$ cat src/rtl/pipe_pkg.sv
// rtl/pipe_pkg.sv - shared constants and occupancy encoding for the ID/EX skid stage
package pipe_pkg;

    // Control value carried by a bubble: no register write, no memory write.
    localparam logic [7:0] CTRL_NOP = 8'h00;

    // ID/EX control bundle bit positions.
    localparam int GPRWR_BIT = 7;
    localparam int BSEL_BIT  = 6;
    localparam int DMWR_BIT  = 5;
    localparam int MTR_BIT   = 4;
    localparam int ALUOP_MSB = 3;
    localparam int ALUOP_LSB = 0;

    // Number of entries held by the stage.
    typedef enum logic [1:0] {
        EMPTY = 2'd0,
        ONE   = 2'd1,
        FULL  = 2'd2
    } occ_state_t;

endpackage

$ cat src/rtl/pipe_slot.sv
// rtl/pipe_slot.sv - one storage slot (valid, data, ctrl) of the skid stage
module pipe_slot #(
    parameter int              DW       = 103,
    parameter int              CW       = 8,
    parameter logic [CW-1:0]   CTRL_NOP = {CW{1'b0}}
) (
    input  logic          clk,
    input  logic          rst_n,
    input  logic          load,
    input  logic          clear,
    input  logic [DW-1:0] d_data,
    input  logic [CW-1:0] d_ctrl,
    output logic          valid,
    output logic [DW-1:0] data,
    output logic [CW-1:0] ctrl
);

    // Clear wins over load; a cleared slot keeps its data but drops to a NOP control word.
    always_ff @(posedge clk or negedge rst_n) begin
        if (!rst_n) begin
            valid <= 1'b0;
            data  <= '0;
            ctrl  <= CTRL_NOP;
        end else if (clear) begin
            valid <= 1'b0;
            ctrl  <= CTRL_NOP;
        end else if (load) begin
            valid <= 1'b1;
            data  <= d_data;
            ctrl  <= d_ctrl;
        end
    end

endmodule

$ cat src/rtl/pipe_skid_reg.sv
// rtl/pipe_skid_reg.sv - handshaked ID/EX pipeline register with 2-entry skid buffer
module pipe_skid_reg
    import pipe_pkg::*;
#(
    parameter int            DW       = 103,
    parameter int            CW       = 8,
    parameter logic [CW-1:0] CTRL_NOP = {CW{1'b0}}
) (
    input  logic          clk,
    input  logic          rst_n,
    input  logic          flush,
    input  logic          i_valid,
    output logic          o_ready,
    input  logic [DW-1:0] i_data,
    input  logic [CW-1:0] i_ctrl,
    output logic          o_valid,
    input  logic          i_ready,
    output logic [DW-1:0] o_data,
    output logic [CW-1:0] o_ctrl,
    output logic [1:0]    o_occ
);

    occ_state_t    occ_q;
    occ_state_t    occ_d;

    logic          main_v;
    logic [DW-1:0] main_data;
    logic [CW-1:0] main_ctrl;
    logic          skid_v;
    logic [DW-1:0] skid_data;
    logic [CW-1:0] skid_ctrl;

    logic          main_load;
    logic          main_clr;
    logic          main_from_skid;
    logic          skid_load;
    logic          skid_clr;
    logic [DW-1:0] main_d_data;
    logic [CW-1:0] main_d_ctrl;

    logic          in_fire;
    logic          out_fire;

    // Ready and valid come straight from slot flops, so no ready path crosses the stage.
    assign o_ready  = !skid_v;
    assign o_valid  = main_v;
    assign in_fire  = i_valid & o_ready;
    assign out_fire = o_valid & i_ready;

    // Occupancy register.
    always_ff @(posedge clk or negedge rst_n) begin
        if (!rst_n) begin
            occ_q <= EMPTY;
        end else begin
            occ_q <= occ_d;
        end
    end

    // Next occupancy and slot enables; flush overrides every transfer.
    always_comb begin
        occ_d          = occ_q;
        main_load      = 1'b0;
        main_clr       = 1'b0;
        main_from_skid = 1'b0;
        skid_load      = 1'b0;
        skid_clr       = 1'b0;
        if (flush) begin
            main_clr = 1'b1;
            skid_clr = 1'b1;
            occ_d    = EMPTY;
        end else begin
            case (occ_q)
                EMPTY: begin
                    if (in_fire) begin
                        main_load = 1'b1;
                        occ_d     = ONE;
                    end
                end
                ONE: begin
                    if (in_fire && out_fire) begin
                        main_load = 1'b1;
                    end else if (in_fire) begin
                        skid_load = 1'b1;
                        occ_d     = FULL;
                    end else if (out_fire) begin
                        main_clr = 1'b1;
                        occ_d    = EMPTY;
                    end
                end
                FULL: begin
                    if (out_fire) begin
                        main_load      = 1'b1;
                        main_from_skid = 1'b1;
                        skid_clr       = 1'b1;
                        occ_d          = ONE;
                    end
                end
                default: begin
                    main_clr = 1'b1;
                    skid_clr = 1'b1;
                    occ_d    = EMPTY;
                end
            endcase
        end
    end

    // Main refills from the skid slot when draining a full stage, otherwise from upstream.
    always_comb begin
        main_d_data = i_data;
        main_d_ctrl = i_ctrl;
        if (main_from_skid) begin
            main_d_data = skid_data;
            main_d_ctrl = skid_ctrl;
        end
    end

    pipe_slot #(
        .DW       (DW),
        .CW       (CW),
        .CTRL_NOP (CTRL_NOP)
    ) u_main (
        .clk    (clk),
        .rst_n  (rst_n),
        .load   (main_load),
        .clear  (main_clr),
        .d_data (main_d_data),
        .d_ctrl (main_d_ctrl),
        .valid  (main_v),
        .data   (main_data),
        .ctrl   (main_ctrl)
    );

    pipe_slot #(
        .DW       (DW),
        .CW       (CW),
        .CTRL_NOP (CTRL_NOP)
    ) u_skid (
        .clk    (clk),
        .rst_n  (rst_n),
        .load   (skid_load),
        .clear  (skid_clr),
        .d_data (i_data),
        .d_ctrl (i_ctrl),
        .valid  (skid_v),
        .data   (skid_data),
        .ctrl   (skid_ctrl)
    );

    // A bubble never presents a live control word downstream.
    assign o_data = main_data;
    assign o_ctrl = main_v ? main_ctrl : CTRL_NOP;
    assign o_occ  = occ_q;

endmodule

$ cat config.mk
export PLATFORM = sky130hd
export DESIGN_NAME = pipe_skid_reg
export DESIGN_NICKNAME = d
export VERILOG_FILES = /design/src/rtl/pipe_pkg.sv /design/src/rtl/pipe_slot.sv /design/src/rtl/pipe_skid_reg.sv
export SDC_FILE = /design/constraint.sdc
export NUM_CORES = 1
export LEC_CHECK = 0
export CAP_MARGIN = 20
export CORE_MARGIN = 5
export CORE_UTILIZATION = 45
export DETAILED_ROUTE_END_ITERATION = 10
export PLACE_DENSITY = 0.74
export REMOVE_ABC_BUFFERS = 1
export SLEW_MARGIN = 40
export SYNTH_ARGS = -nofsm -noshare
export SYNTH_HDL_FRONTEND = slang
export SYNTH_SLANG_ARGS = --single-unit
$ cat constraint.sdc
create_clock -name clk -period 3.05 [get_ports clk]
set_input_delay 0.4575 -clock clk [delete_from_list [all_inputs] [get_ports clk]]
set_output_delay 0.4575 -clock clk [all_outputs]
set_load 0.05 [all_outputs]
# Word level (Yosys, flattened, before mapping)
# Index checks and enable logic that the tools add are counted.
# Widths: inputs -> output; s select.
# op_classes
n_eq_ne	6
mux	34
bitwise_logic	4
reduce_logical	10
# ops
cell	n
$mux 103	1
$mux 8	6
$mux 1	17
$mux 2	6
$ne 3x3->1 const B	3
$pmux 2 s3	1
$ne 4x4->1 const B	1
$pmux 1 s2	2
$reduce_and 2->1	2
$reduce_and 4->1	1
$reduce_bool 2->1	2
$reduce_or 2->1	2
$pmux 1 s3	1
$and 1x1->1	2
$eq 2x1->1 const B	1
$eq 2x2->1 const B	1
$logic_not 2->1	1
$not 1->1	2
$logic_and 1x1->1	1
$logic_not 1->1	1
# word_totals
ff_bits	226
output_inout_bits	115
wordCells	61

# Longest topological paths before layout
# logic_depth
word_depth	8
mapped_depth	8

# Cells and area by module
# From an unflattened synthesis, not the netlist that was laid out.
# unflattened
cells_unflattened	652
hier_area_um2	11160.7
# modules_own_cells
mod	n_inst	cells_per_inst	area_per_inst_um2	seq_area_each_um2
pipe_slot	2	247	4555.6	2802.7
pipe_skid_reg	1	158	2049.5	50.0

# Worst setup path before layout
# No wires, ideal clock.
# synth_path
kind	register -> register
startpoint	register occ_q[0], in the netlist o_occ[0]
endpoint	register u_main.data[49]
setup_time_ns	0.121
t_arrival_ns	2.049
required_time_ns	2.929
setup_slack_ns	0.880
stages_incl_launch_ff	9
period_less_slack_ns	2.170
path_cell_list	dfrtp_1 > buf_6 > a21boi_1 > or3_1 > buf_2 > buf_6 > buf_4 > o22a_1 > o22a_1
# synth_via
elab_chain_cells	6
word_cells_on_any_way	13
# synth_rtl
item	line	source
from (decl)	pipe_skid_reg.sv:23	occ_state_t occ_q;
from (signal assigned)	pipe_skid_reg.sv:53	occ_q <= EMPTY;
from (signal assigned)	pipe_skid_reg.sv:55	occ_q <= occ_d;
$eq 2x2->1 or $logic_not 2->1 (tied branches)	pipe_skid_reg.sv:72	case (occ_q)
$reduce_or 2->1 (no source line)	n/a	
$pmux 1 s2	pipe_skid_reg.sv:72	
$mux 1	pipe_skid_reg.sv:67	if (flush) begin
$not 1->1 (no source line)	n/a	
$reduce_and 2->1 (no source line)	n/a	
to (signal assigned)	pipe_slot.sv:29	data <= d_data;
to (decl)	pipe_slot.sv:14	output logic [DW-1:0] data,
# Several ways; a longest one is shown, not always the timed one.
# A chain may end at the register's enable or synchronous reset.

# Worst setup path after layout
# layout_path
startpoint	register u_main.valid
endpoint	output o_ctrl[3]
# layout_via
elab_chain_cells	1
# layout_rtl
item	line	source
from (decl)	pipe_slot.sv:13	output logic valid,
from (signal assigned)	pipe_slot.sv:21	valid <= 1'b0;
from (signal assigned)	pipe_slot.sv:25	valid <= 1'b0;
from (signal assigned)	pipe_slot.sv:28	valid <= 1'b1;
$mux 8	pipe_skid_reg.sv:151	assign o_ctrl = main_v ? main_ctrl : CTRL_NOP;
to (decl)	pipe_skid_reg.sv:19	output logic [CW-1:0] o_ctrl,
# Every way passes these cells.

==> impl_results.md <==
* Status: completed
* Post-route cell area at 12800 um^2
* Synth Warn # at 0
* Setup TNS at 0 ps
* Height of the die at 155 um
* Num Clock Sinks at 226
* Detailed Route WL at 23.9 mm
* Number of vias per cell after detailed routing at 5.70
* Fraction of the cycle the final worst path needs at 85.4%
* Total setup buffers inserted after CTS at 0
* Total standard cell area after synthesis at 9480 um^2
* Count of antenna-violating nets left after detailed routing at 0
* Root cell of the clock tree: clkbuf_16
* Leakage power of the design at 0.00501 uW
* Vias after detailed routing at 6704
* Die footprint at 24100 um^2
* Initial antenna violation count at 0
* Post-Syn Area per Cell at 14.1 um^2
* Compound-cell area share of the yosys netlist at 22.0%
* Number of max-slew violations in the final report at 0
* Worst setup EP type: output pin
* IR Drop Worst-Case VDD at 0.651 mV
* Final setup viols at 0
* Crit Path Class: flip-flop to output pin
* Sequential element share of the synthesized area at 59.6%
* Iteration-0 DRC count of the detailed router at 249
* ANT cells at 0
* RSZ-0062 raised after global routing: false
* Type of origin of the critical path: flip-flop
* Maximum number of pins on one net before global-route repair at 87
* Post-route minimum period at 2610 ps
* Final worst slack at 444 ps
* Largest clock skew in the final design at 7.40 ps
* Final weighted congestion in routability-driven placement at 0.799
* Post-synthesis xor/xnor area fraction at 0.185%
* Kind of path behind the tightest hold check: flip-flop to flip-flop
* Transition time at the pin with the least slew margin at 664 ps
* Flops & latches, synth at 226
* Achievable clock frequency at 384 MHz
* Total core area at 20900 um^2
* Horiz. Die Dim at 155 um
* Final Util at 61.2%
* Initial Utilization at 45.4%
* Mux cell area share after synthesis at 12.2%
* Area growth from synthesis to layout at 34.8%
* Total of buffers placed on input and output ports at 230
* Final hold violations at 0
* Synthesized netlist cell count at 672
* Placed Cells at 1133
* Setup Slack @ Placement at 475 ps
* Number of global-route vias before repair at 7273
* Global-route total usage across every layer at 19.7%
* Worst path required time at 2590 ps
* Clock tree from TritonCTS: yes
* Simple-gate portion of the synthesized area at 1.75%
* Data arrival time of the worst path at 2150 ps
* Critical Path Fanout Max at 15
* Post-CTS resize count at 0
* Arithmetic-cell share of the synthesized area counting full adders, half adders and majority gates at 0%
* Placement Cell Area at 12000 um^2
* Largest family of logic cells by synthesized area: compound AO/OA/AOI/OAI gates
* Hold buffer count at CTS at 1
* Net count of the finished layout at 1001
* Cell area power density at 1070 nW/um^2
* Most frequent standard cell in the layout excluding fill and tap cells: clkdlybuf4s50_1
* Clock insertion delay at the later pin of the skew report at 500 ps
* Half-perimeter wire length of the detailed placement result at 15.2 mm
* Commonest non-fill, non-tap cells in the layout: clkdlybuf4s50_1 (228), dfrtp_1 (226), o22a_1 (206), mux2_2 (103), clkbuf_16 (25)
* Global-route wire length before repair at 39.3 mm
* Detailed-router iteration count before antenna repair at 6
* Overflow left after global routing at 0
* Total clock buffers created by CTS at 24
* Row cnt at 53
* Maximum root-to-sink buffer count at 3
* Worst rel slew slack at 55.7%
* CTS H-tree depth at 1
* Max-capacitance violation count at 0
* Library cells used by synthesis at 32
* Post-route DRC violation count at 0
* Clock slew seen by the registers of the worst setup and hold paths at 60 ps
* Routed wire length per instance at 20.3 um
* Fraction of final layout cells sized beyond drive strength 1 at 17.9%
* Count of placed standard cells in the final layout, fillers left out at 1176
* Boundary pin count at 231
routing by layer:
metal  global-route usage [%]  routed length, um
met4                     4.75                494
met5                        0                  0
met1                     26.8              10500
met2                     33.0              11600
met3                     3.62               1340
cells by family after synthesis:
kind of cell	after synthesis
AO/OA/AOI/OAI	243
XOR/XNOR	2
buffers and inverters	66
flip-flops	226
multiplexers	103
AND/OR/NAND/NOR	32
report_power, final:
part           switching, uW  internal (uW)
clock network           1130           1670
registers                748           4320
logic                   3400           2420
worst max-delay path, cell delays in order, from the launching register on:
cell             delay, ps
dfrtp_1                620
and2_1                 220
clkdlybuf4s50_1        810
flip-flops by register name, summed over array words and instances, names as in the netlist:
signal	flops
u_skid.valid	1
u_skid.ctrl	8
o_occ	2
u_main.data	103
u_main.ctrl	8
u_main.valid	1
u_skid.data	103
cell type report:
class / instances / area (um^2)
fillers: 1655 / 8110
clock buffers: 41 / 756
well taps: 275 / 344
inverters: 3 / 11.3
repair buffers: 250 / 2550
multi-input cells: 380 / 3460
clock inverters: 1 / 5.00
flip-flops and latches: 226 / 5660
Yosys cell counts:
cell	count	area share, %
dfrtp_1	226	60
o22a_1	206	19
mux2_2	103	12
clkbuf_1	23	0.91
buf_2	19	1.0
buf_6	16	1.9
and2_1	9	0.59
a22o_1	8	0.74
a22oi_1	8	0.63
nor2_1	7	0.28
o2bb2ai_1	7	0.65
nand2_1	6	0.24
a21oi_1	5	0.26
nand2b_1	5	0.33
buf_1	4	0.16
inv_1	3	0.12
o21bai_1	2	0.16
a21boi_0	1	0.079
a21boi_1	1	0.079
a21oi_2	1	0.092
buf_4	1	0.079
nand4_1	1	0.066
nor2b_1	1	0.066
nor3_1	1	0.053
nor4_1	1	0.066
o21a_1	1	0.079
o21ai_0	1	0.053
o31ai_1	1	0.079
o32ai_1	1	0.092
or3_1	1	0.066
xnor2_1	1	0.092
xor2_1	1	0.092
per-stage QoR:
stage	power [uW]	hold WS [ps]
floorplan	8860	162
global placement	10800	461
detailed placement	11000	469
CTS	13800	479
global route	14400	500
finish	13700	477
path summary, 6_finish.rpt:
| path | start | to | slack (ps) | cells past startpoint |
|---|---|---|---|---|
| setup / recovery | u_main.valid | o_ctrl[3] | 440 | 2 |
| hold / removal | u_skid.ctrl[2] | u_main.ctrl[2] | 480 | 1 |
| setup reg to reg | u_main.valid | u_main.data[97] | 830 | 5 |
| hold reg to reg | u_skid.ctrl[2] | u_main.ctrl[2] | 480 | 1 |
| max in group asynchronous | rst_n | u_main.data[27] | 1690 | 3 |
| min in group asynchronous | rst_n | u_main.data[22] | 570 | 2 |
Note: power is estimated with default switching activity, not from simulation.
